==> config.mk <==
export PLATFORM = sky130hd
export DESIGN_NAME = branch_predictor
export DESIGN_NICKNAME = d
export VERILOG_FILES = /design/src/rtl/branch_predictor_pkg.sv /design/src/rtl/branch_predictor_bht_table.sv /design/src/rtl/branch_predictor.sv
export SDC_FILE = /design/constraint.sdc
export NUM_CORES = 1
export LEC_CHECK = 0
export BUFFER_PORTS_ARGS = -buffer_cell sky130_fd_sc_hd__buf_2
export CORE_MARGIN = 4
export CORE_UTILIZATION = 55
export CTS_CLUSTER_SIZE = 28
export DETAILED_ROUTE_END_ITERATION = 12
export PLACE_DENSITY_LB_ADDON = 0.12
export SLEW_MARGIN = 20
export SYNTH_ARGS = -nofsm -noshare
export SYNTH_HDL_FRONTEND = slang
export SYNTH_SLANG_ARGS = --single-unit
==> constraint.sdc <==
create_clock -name clk -period 10.7 [get_ports clk]
set_clock_uncertainty 0.1 [all_clocks]
set_input_delay 2.675 -clock clk [delete_from_list [all_inputs] [get_ports clk]]
set_output_delay 2.675 -clock clk [all_outputs]
set_load 0.005 [all_outputs]
==> src/rtl/branch_predictor_pkg.sv <==
// Shared core definitions for the fetch-stage branch predictor: opcodes,
// immediate layouts and instruction classification.
package branch_predictor_pkg;

  localparam int XLEN = 32;

  localparam logic [6:0] OPCODE_BRANCH = 7'b1100011;
  localparam logic [6:0] OPCODE_JAL    = 7'b1101111;

  // Sign-replication widths of the B- and J-type immediates.
  localparam int BIMM_SIGN_W = 20;
  localparam int JIMM_SIGN_W = 12;

  typedef enum logic [1:0] {
    INSTR_OTHER = 2'd0,
    INSTR_BXX   = 2'd1,
    INSTR_JAL   = 2'd2
  } instr_class_e;

  function automatic instr_class_e classify(input logic [6:0] opcode);
    if (opcode == OPCODE_BRANCH) return INSTR_BXX;
    if (opcode == OPCODE_JAL)    return INSTR_JAL;
    return INSTR_OTHER;
  endfunction

  function automatic logic [XLEN-1:0] b_imm(input logic [31:0] instr);
    return {{BIMM_SIGN_W{instr[31]}}, instr[7], instr[30:25], instr[11:8], 1'b0};
  endfunction

  function automatic logic [XLEN-1:0] j_imm(input logic [31:0] instr);
    return {{JIMM_SIGN_W{instr[31]}}, instr[19:12], instr[20], instr[30:21], 1'b0};
  endfunction

endpackage

==> src/rtl/branch_predictor_bht_table.sv <==
// Branch history table: an array of saturating up/down counters with one
// asynchronous read port and one synchronous update port.
module bht_table
  import branch_predictor_pkg::*;
#(
  parameter int BHT_DEPTH = 64,
  parameter int CNT_W     = 2,
  localparam int IDX_W    = $clog2(BHT_DEPTH)
) (
  input  logic             clk_i,
  input  logic             rst_i,
  input  logic [IDX_W-1:0] rd_idx_i,
  output logic [CNT_W-1:0] rd_cnt_o,
  input  logic             wr_en_i,
  input  logic [IDX_W-1:0] wr_idx_i,
  input  logic             wr_taken_i
);

  localparam logic [CNT_W-1:0] WEAK_NT = {1'b0, {(CNT_W-1){1'b1}}};

  logic [CNT_W-1:0] cnt_q [BHT_DEPTH];
  logic [CNT_W-1:0] wr_cnt_d;

  function automatic logic [CNT_W-1:0] sat_step(input logic [CNT_W-1:0] c,
                                                input logic up);
    if (up) return (&c) ? c : c + CNT_W'(1);
    return (c == '0) ? c : c - CNT_W'(1);
  endfunction

  assign rd_cnt_o = cnt_q[rd_idx_i];
  assign wr_cnt_d = sat_step(cnt_q[wr_idx_i], wr_taken_i);

  // Reset wins over a coincident update so the whole table restarts clean.
  always_ff @(posedge clk_i) begin
    if (rst_i) begin
      for (int i = 0; i < BHT_DEPTH; i++) cnt_q[i] <= WEAK_NT;
    end else if (wr_en_i) begin
      cnt_q[wr_idx_i] <= wr_cnt_d;
    end
  end

endmodule

==> src/rtl/branch_predictor.sv <==
// Fetch-stage next-PC predictor: dynamic counter table or static
// backward-taken/forward-not-taken, plus a saturating misprediction counter.
module branch_predictor
  import branch_predictor_pkg::*;
#(
  parameter int BHT_DEPTH = 64,
  parameter int CNT_W     = 2,
  parameter int USE_BHT   = 1
) (
  input  logic        clk,
  input  logic        rst,
  input  logic [31:0] instr,
  input  logic [31:0] pc,
  output logic [31:0] pre_pc,
  output logic        pre_taken,
  input  logic        upd_valid,
  input  logic [31:0] upd_pc,
  input  logic        upd_taken,
  input  logic        upd_mispred,
  output logic [31:0] mispred_cnt
);

  localparam int IDX_W = $clog2(BHT_DEPTH);

  instr_class_e    cls;
  logic [XLEN-1:0] bimm;
  logic [XLEN-1:0] jimm;
  logic            cond_taken;
  logic [31:0]     mispred_cnt_q;
  logic [31:0]     mispred_cnt_d;

  function automatic logic [31:0] sat_inc32(input logic [31:0] v);
    return (&v) ? v : v + 32'd1;
  endfunction

  assign cls  = classify(instr[6:0]);
  assign bimm = b_imm(instr);
  assign jimm = j_imm(instr);

  generate
    if (USE_BHT != 0) begin : g_bht
      logic [CNT_W-1:0] rd_cnt;
      logic [IDX_W-1:0] rd_idx;
      logic [IDX_W-1:0] wr_idx;
      logic             unused_upd;

      assign rd_idx = pc[IDX_W+1:2];
      assign wr_idx = upd_pc[IDX_W+1:2];

      bht_table #(
        .BHT_DEPTH (BHT_DEPTH),
        .CNT_W     (CNT_W)
      ) u_bht (
        .clk_i      (clk),
        .rst_i      (rst),
        .rd_idx_i   (rd_idx),
        .rd_cnt_o   (rd_cnt),
        .wr_en_i    (upd_valid),
        .wr_idx_i   (wr_idx),
        .wr_taken_i (upd_taken)
      );

      // No bypass: a same-cycle update to this entry is seen next cycle.
      assign cond_taken = rd_cnt[CNT_W-1];
      assign unused_upd = ^{upd_pc[31:IDX_W+2], upd_pc[1:0]};
    end else begin : g_static
      logic unused_upd;

      // Negative displacement means a backward branch, typically a loop.
      assign cond_taken = bimm[XLEN-1];
      assign unused_upd = ^{upd_taken, upd_pc};
    end
  endgenerate

  always_comb begin
    pre_taken = 1'b0;
    pre_pc    = pc + 32'd4;
    case (cls)
      INSTR_JAL: begin
        pre_taken = 1'b1;
        pre_pc    = pc + jimm;
      end
      INSTR_BXX: begin
        pre_taken = cond_taken;
        if (cond_taken) pre_pc = pc + bimm;
      end
      default: ;
    endcase
  end

  always_comb begin
    mispred_cnt_d = mispred_cnt_q;
    if (upd_valid && upd_mispred) mispred_cnt_d = sat_inc32(mispred_cnt_q);
  end

  always_ff @(posedge clk) begin
    if (rst) mispred_cnt_q <= '0;
    else     mispred_cnt_q <= mispred_cnt_d;
  end

  assign mispred_cnt = mispred_cnt_q;

endmodule

Yosys cells after proc, flatten, opt, wreduce, memory -nomap -nowiden
Memory sizes are Yosys's and may differ from the RTL's.
Index checks and enable logic that the tools add are counted.

storage, ports and cells
  RAM bits = 128
  memories = 1
  word-level logic and storage cells = 42
  flip-flop bits (word level) = 32

cells by class
  mux-type cells = 23
  bitwise gates (word level) = 1
  equality and inequality tests = 4
  $add $sub $neg = 6
  reductions and logical operators = 6

memories
  name               words  bits a word  read ports  clocked after Yosys merged registers in  write ports  RTL line                          source
  g_bht.u_bht.cnt_q  64     2            2           0                                        64           branch_predictor_bht_table.sv:21  logic [CNT_W-1:0] cnt_q [BHT_DEPTH];

operators with widths
  operator                                              count
  adder 32 bit                                          2
  one-hot mux 32 bit (2 select lines)                   1
  adder 32 x 1 -> 32 bit (second input constant)        1
  adder 32 x 3 -> 32 bit (second input constant)        1
  two-way mux 32 bit                                    1
  AND reduction 32 bit                                  1
  two-way mux 2 bit                                     9
  equality test 7 bit (second input constant)           2
  two-way mux 1 bit                                     10
  two-way mux 6 bit                                     1
  AND reduction 2 bit                                   2
  adder 2 x 1 -> 2 bit (second input constant)          1
  equality test 2 x 1 -> 1 bit (second input constant)  1
  equality test 2 bit (second input constant)           1
  zero test 2 bit                                       1
  one-hot mux 1 bit (2 select lines)                    1
  OR reduction 2 bit                                    1
  subtractor 2 x 1 -> 2 bit (second input constant)     1
  logical AND 1 bit                                     1
  NOT 1 bit                                             1

Longest topological paths before layout
  word-level depth = 7
  depth in mapped cells = 13

Cells and area by module
A second synthesis with hierarchy kept.

second synthesis, totals
  cell total of the unflattened synthesis = 1353
  area total of the unflattened synthesis = 12872.3 µm²

modules (own cells, without submodules)
  module            seq. area each (µm²)  cells each  instances  area each (µm²)
  bht_table         3843.7                635         1          7783.7
  branch_predictor  640.6                 718         1          5088.6

Worst setup path before layout
Ideal clock, no wire load.

  path kind = input to output
  start = in instr[8]
  end = out pre_pc[31]
  arrival = 5.282 ns
  data required time = 7.925 ns
  cell stages on the path = 10
  path buffers = 0
  slack = 2.643 ns
  cells stage by stage = ha_1 fa_1 a211oi_1 o21ai_0 a2111o_1 a31o_2 a31o_2 mux2_2 o211a_1 a21oi_1

on the way
  longest elaborated chain between the ends = 3

ends and longest elaborated chain
  element                              RTL line                source
  start, declared                      branch_predictor.sv:12  input logic [31:0] instr,
  adder 32 bit                         branch_predictor.sv:85  if (cond_taken) pre_pc = pc + bimm;
  two-way mux 32 bit                   branch_predictor.sv:85
  one-hot mux 32 bit (2 select lines)  branch_predictor.sv:78  case (cls)
  end, declared                        branch_predictor.sv:14  output logic [31:0] pre_pc,

No other way between the ends.

Final worst setup path
  start = in pc[3]
  end = out pre_pc[23]

on the way
  longest elaborated chain between the ends = 3
  elaborated cells on any way between the ends = 6
  classes of those cells = add/sub (3); mux (2); memory (1)

ends and longest elaborated chain
  element                                         RTL line                source
  start, declared                                 branch_predictor.sv:13  input logic [31:0] pc,
  adder 32 x 3 -> 32 bit (tied with other cells)  branch_predictor.sv:77  pre_pc = pc + 32'd4;
  two-way mux 32 bit                              branch_predictor.sv:85
  one-hot mux 32 bit (2 select lines) (*)         branch_predictor.sv:78

Mark *: on every way between the ends. The rest lies on a longest branch, timed or not.

==> flow_summary_export.csv <==
group,metric,value,unit
outcome,status,"finished, final reports clean",
cells_and_area,fin_util,62.0,%
sta,period_share,86.4,%
cells_and_area,antennaDiodeCount,0,
global_route,grt_usage,27.1,%
cells_and_area,final_cell_mix,"152 x nor2_1, 137 x nand2_1, 137 x buf_2",
clock_network,clk_latency,430,ps
setup_path,worstSetupPathType,"primary input to output pin",
floorplanning,design.core.area,22000,um^2
sta,hold_violations,0,
sta,fmax,108,MHz
setup_path,start_kind,"primary input",
power,pwr-share-seq,41.8,%
setup_path,required,7930,ps
synth,ys_seq_elements,160,
sta,worstMarginPinSlew,1180,ps
synth,yosysTopAreaCell,"edfxtp_1",
floorplanning,die_w,158,um
setup_path,worstPathArrival,6460,ps
drt,drtAntennaViolNets,0,
setup_path,crit_family,"compound AO/OA/AOI/OAI gates",
power,switching_share,30.1,%
sta,rsz0062_at_grt,"no",
power,clkPwrFrac,35.6,%
placed_design,hpwl,24.0,mm
global_route,grt_pass1_vias,10200,
clock_network,cts_tree,"done",
clock_network,cts_sinks,160,
drt,vias,11000,
floorplanning,ios,166,
global_route,antenna_found_initial,0,
floorplanning,row_count,54,
cells_and_area,areaGrowthSynthToFinish,10.2,%
cells_and_area,drive_above_1_share,18.4,%
power,power_density,121,nW/um^2
power,p_leak,0.00506,uW
clock_network,clockBufferDepth,2,
cells_and_area,fill_cells,1934,
floorplanning,die_h,158,um
clock_network,clkTransAtPathRegs,70,ps
synth,synth_top_area_share,31.1,%
drt,drt_iter0_markers,927,
placed_design,place_congestion,0.911,
drt,first_pass_iters,6,
clock_network,cts_buffers,17,
global_route,grt_pass1_wl,53.7,mm
cells_and_area,fin_nets,1595,
clock_network,post_cts_buffers,0,
placed_design,numPlacedInstances,1708,
setup_path,path_buf_inv,2,
synth,synth_area_leaders,"edfxtp_1 31%, dfxtp_1 5.2%, nor2_1 4.6%",
sta,finalSetupTns,0,ps
power,ir_drop,96.4,uV
drt,wl_per_cell,19.6,um
synth,netlist_area,12400,um^2
sta,setup_slack,1460,ps
power,p_sw,496,uW
power,power_frac_comb,22.7,%
drt,wl,34.1,mm
setup_path,cp-end-kind,"output pin",
synth,synth-seq-area-share,36.3,%
clock_network,cts.hold.buffers_added,0,
synth,synth_fp_nets,1522,
synth,ys_warn_count,0,
placed_design,dp_slack,1580,ps
sta,maxSlewViolCount,0,
synth,synthArstFlopShare,0,%
sta,setup_viol,0,
clock_network,cts_root_buffer,"clkbuf_16",
clock_network,cts_resized,0,
global_route,grt_max_degree,97,
cells_and_area,final_common_cell,"nor2_1",
synth,syn_avg_cell_area,8.99,um^2
sta,post-route-min-period,9240,ps
clock_network,h-tree-depth,4,
setup_path,slowest_delay,630,ps
setup_path,worstPathCellList,"buf_2, ha_1, a211oi_1, o21ai_0, a22oi_1, a221oi_1, nor3_1, o21ai_0, o221a_2, o22ai_1, buf_2",
setup_path,critPathSlowestCell,"nor3_1",
drt,drc,0,
floorplanning,initial_core_util,56.2,%
floorplanning,fp.dieArea,24900,um^2
worst_hold_path,hp-class,"register to register",
power,p_int,1150,uW
placed_design,port_buffers,137,
job,maxCapViolations,0,
synth,synthDistinctLibCells,75,
sta,slew_headroom,20.8,%
synth,synth_ff_type,"edfxtp_1",
drt,vias_per_cell,6.32,
synth,synth_edf_count,128,
global_route,overflow,0,
synth,synthCells,1374,
setup_path,cp_max_fo,26,
cells_and_area,layout.cells.non_filler,1740,
==> worst register-to-register path, cell delays in order (launching register included) <==
cell and delay [ps]:
edfxtp_1 390, mux2_2 290, a221oi_1 240, a21oi_1 70, a311oi_1 330, o221ai_1 170, nor3_1 310, maj3_2 640
buf_4 500, nand3_1 140
==> synth_stat cells, types with 35 or more instances <==
cell type,n
xor2_1,49
clkbuf_1,55
o21ai_0,62
nand3_1,68
nor3_1,62
a21oi_1,67
mux2i_1,38
xnor2_1,37
ha_1,45
edfxtp_1,128
or2_2,35
nand2_1,137
nor2_1,152
==> flip-flops by register name, indices dropped and copies added, names as in the netlist <==
| register | flops |
|---|---|
| mispred_cnt | 32 |
| g_bht.u_bht.cnt_q | 128 |
==> worst paths after layout <==
path,start,end,slack [ps],depth (start not counted)
max reg2reg,g_bht.u_bht.cnt_q[27][1]$_SDFFCE_PN0P_,g_bht.u_bht.cnt_q[8][0]$_SDFFCE_PN1P_,7240,9
min,mispred_cnt[1]$_SDFFE_PP0P_,mispred_cnt[1]$_SDFFE_PP0P_,390,2
max,pc[3],pre_pc[23],1460,11
min reg2reg,mispred_cnt[1]$_SDFFE_PP0P_,mispred_cnt[1]$_SDFFE_PP0P_,390,2
==> metrics by stage <==
stage	area [um^2]	total power, uW	hold slack [ps]
after floorplan	12400	973	377
after global placement	13000	1070	377
after detailed placement	13000	1070	385
after CTS	13600	1650	395
after global routing	13600	1720	440
final	13600	1650	388
==> routing by layer <==
metal | up-vias | part of all wire (%) | wire [um] | track usage (%)
li1 | 5254 | - | - | -
met5 | - | 0 | 0 | 0
met1 | 5205 | 42 | 14300 | 36.4
met4 | 0 | 2.7 | 920 | 8.40
met2 | 468 | 48 | 16200 | 45.1
met3 | 68 | 7.7 | 2610 | 4.57
==> logic make-up (layout without fill, tap and decap cells) <==
logic type / count (synthesis) / count (layout) / synth area share [%]
simple gates: 579 / 579 / 22.6
compound gates: 310 / 310 / 17.0
flops: 160 / 160 / 36.3
buf+inv: 110 / 196 / 4.10
xor+xnor: 86 / 86 / 6.10
mux: 80 / 80 / 8.92
fa+ha+maj: 49 / 49 / 5.05
==> power groups by stage <==
stage	Combinational, uW	Clock (uW)	Sequential (uW)
after global placement	365	0	702
after detailed placement	369	0	703
after CTS	371	591	689
after floorplan	274	0	699
final	375	587	689
after global routing	411	618	690
==> area by class of cell <==
type	instances	area, um^2	area share (%)
multi-input combinational	1104	7380	54.2
sequential	160	4480	33.0
timing repair buffer	147	761	5.59
clock buffer	19	475	3.49
tap	280	350	2.57
clock inverter	13	93.8	0.690
inverter	17	63.8	0.469
Power figures use the tool's default switching activity.
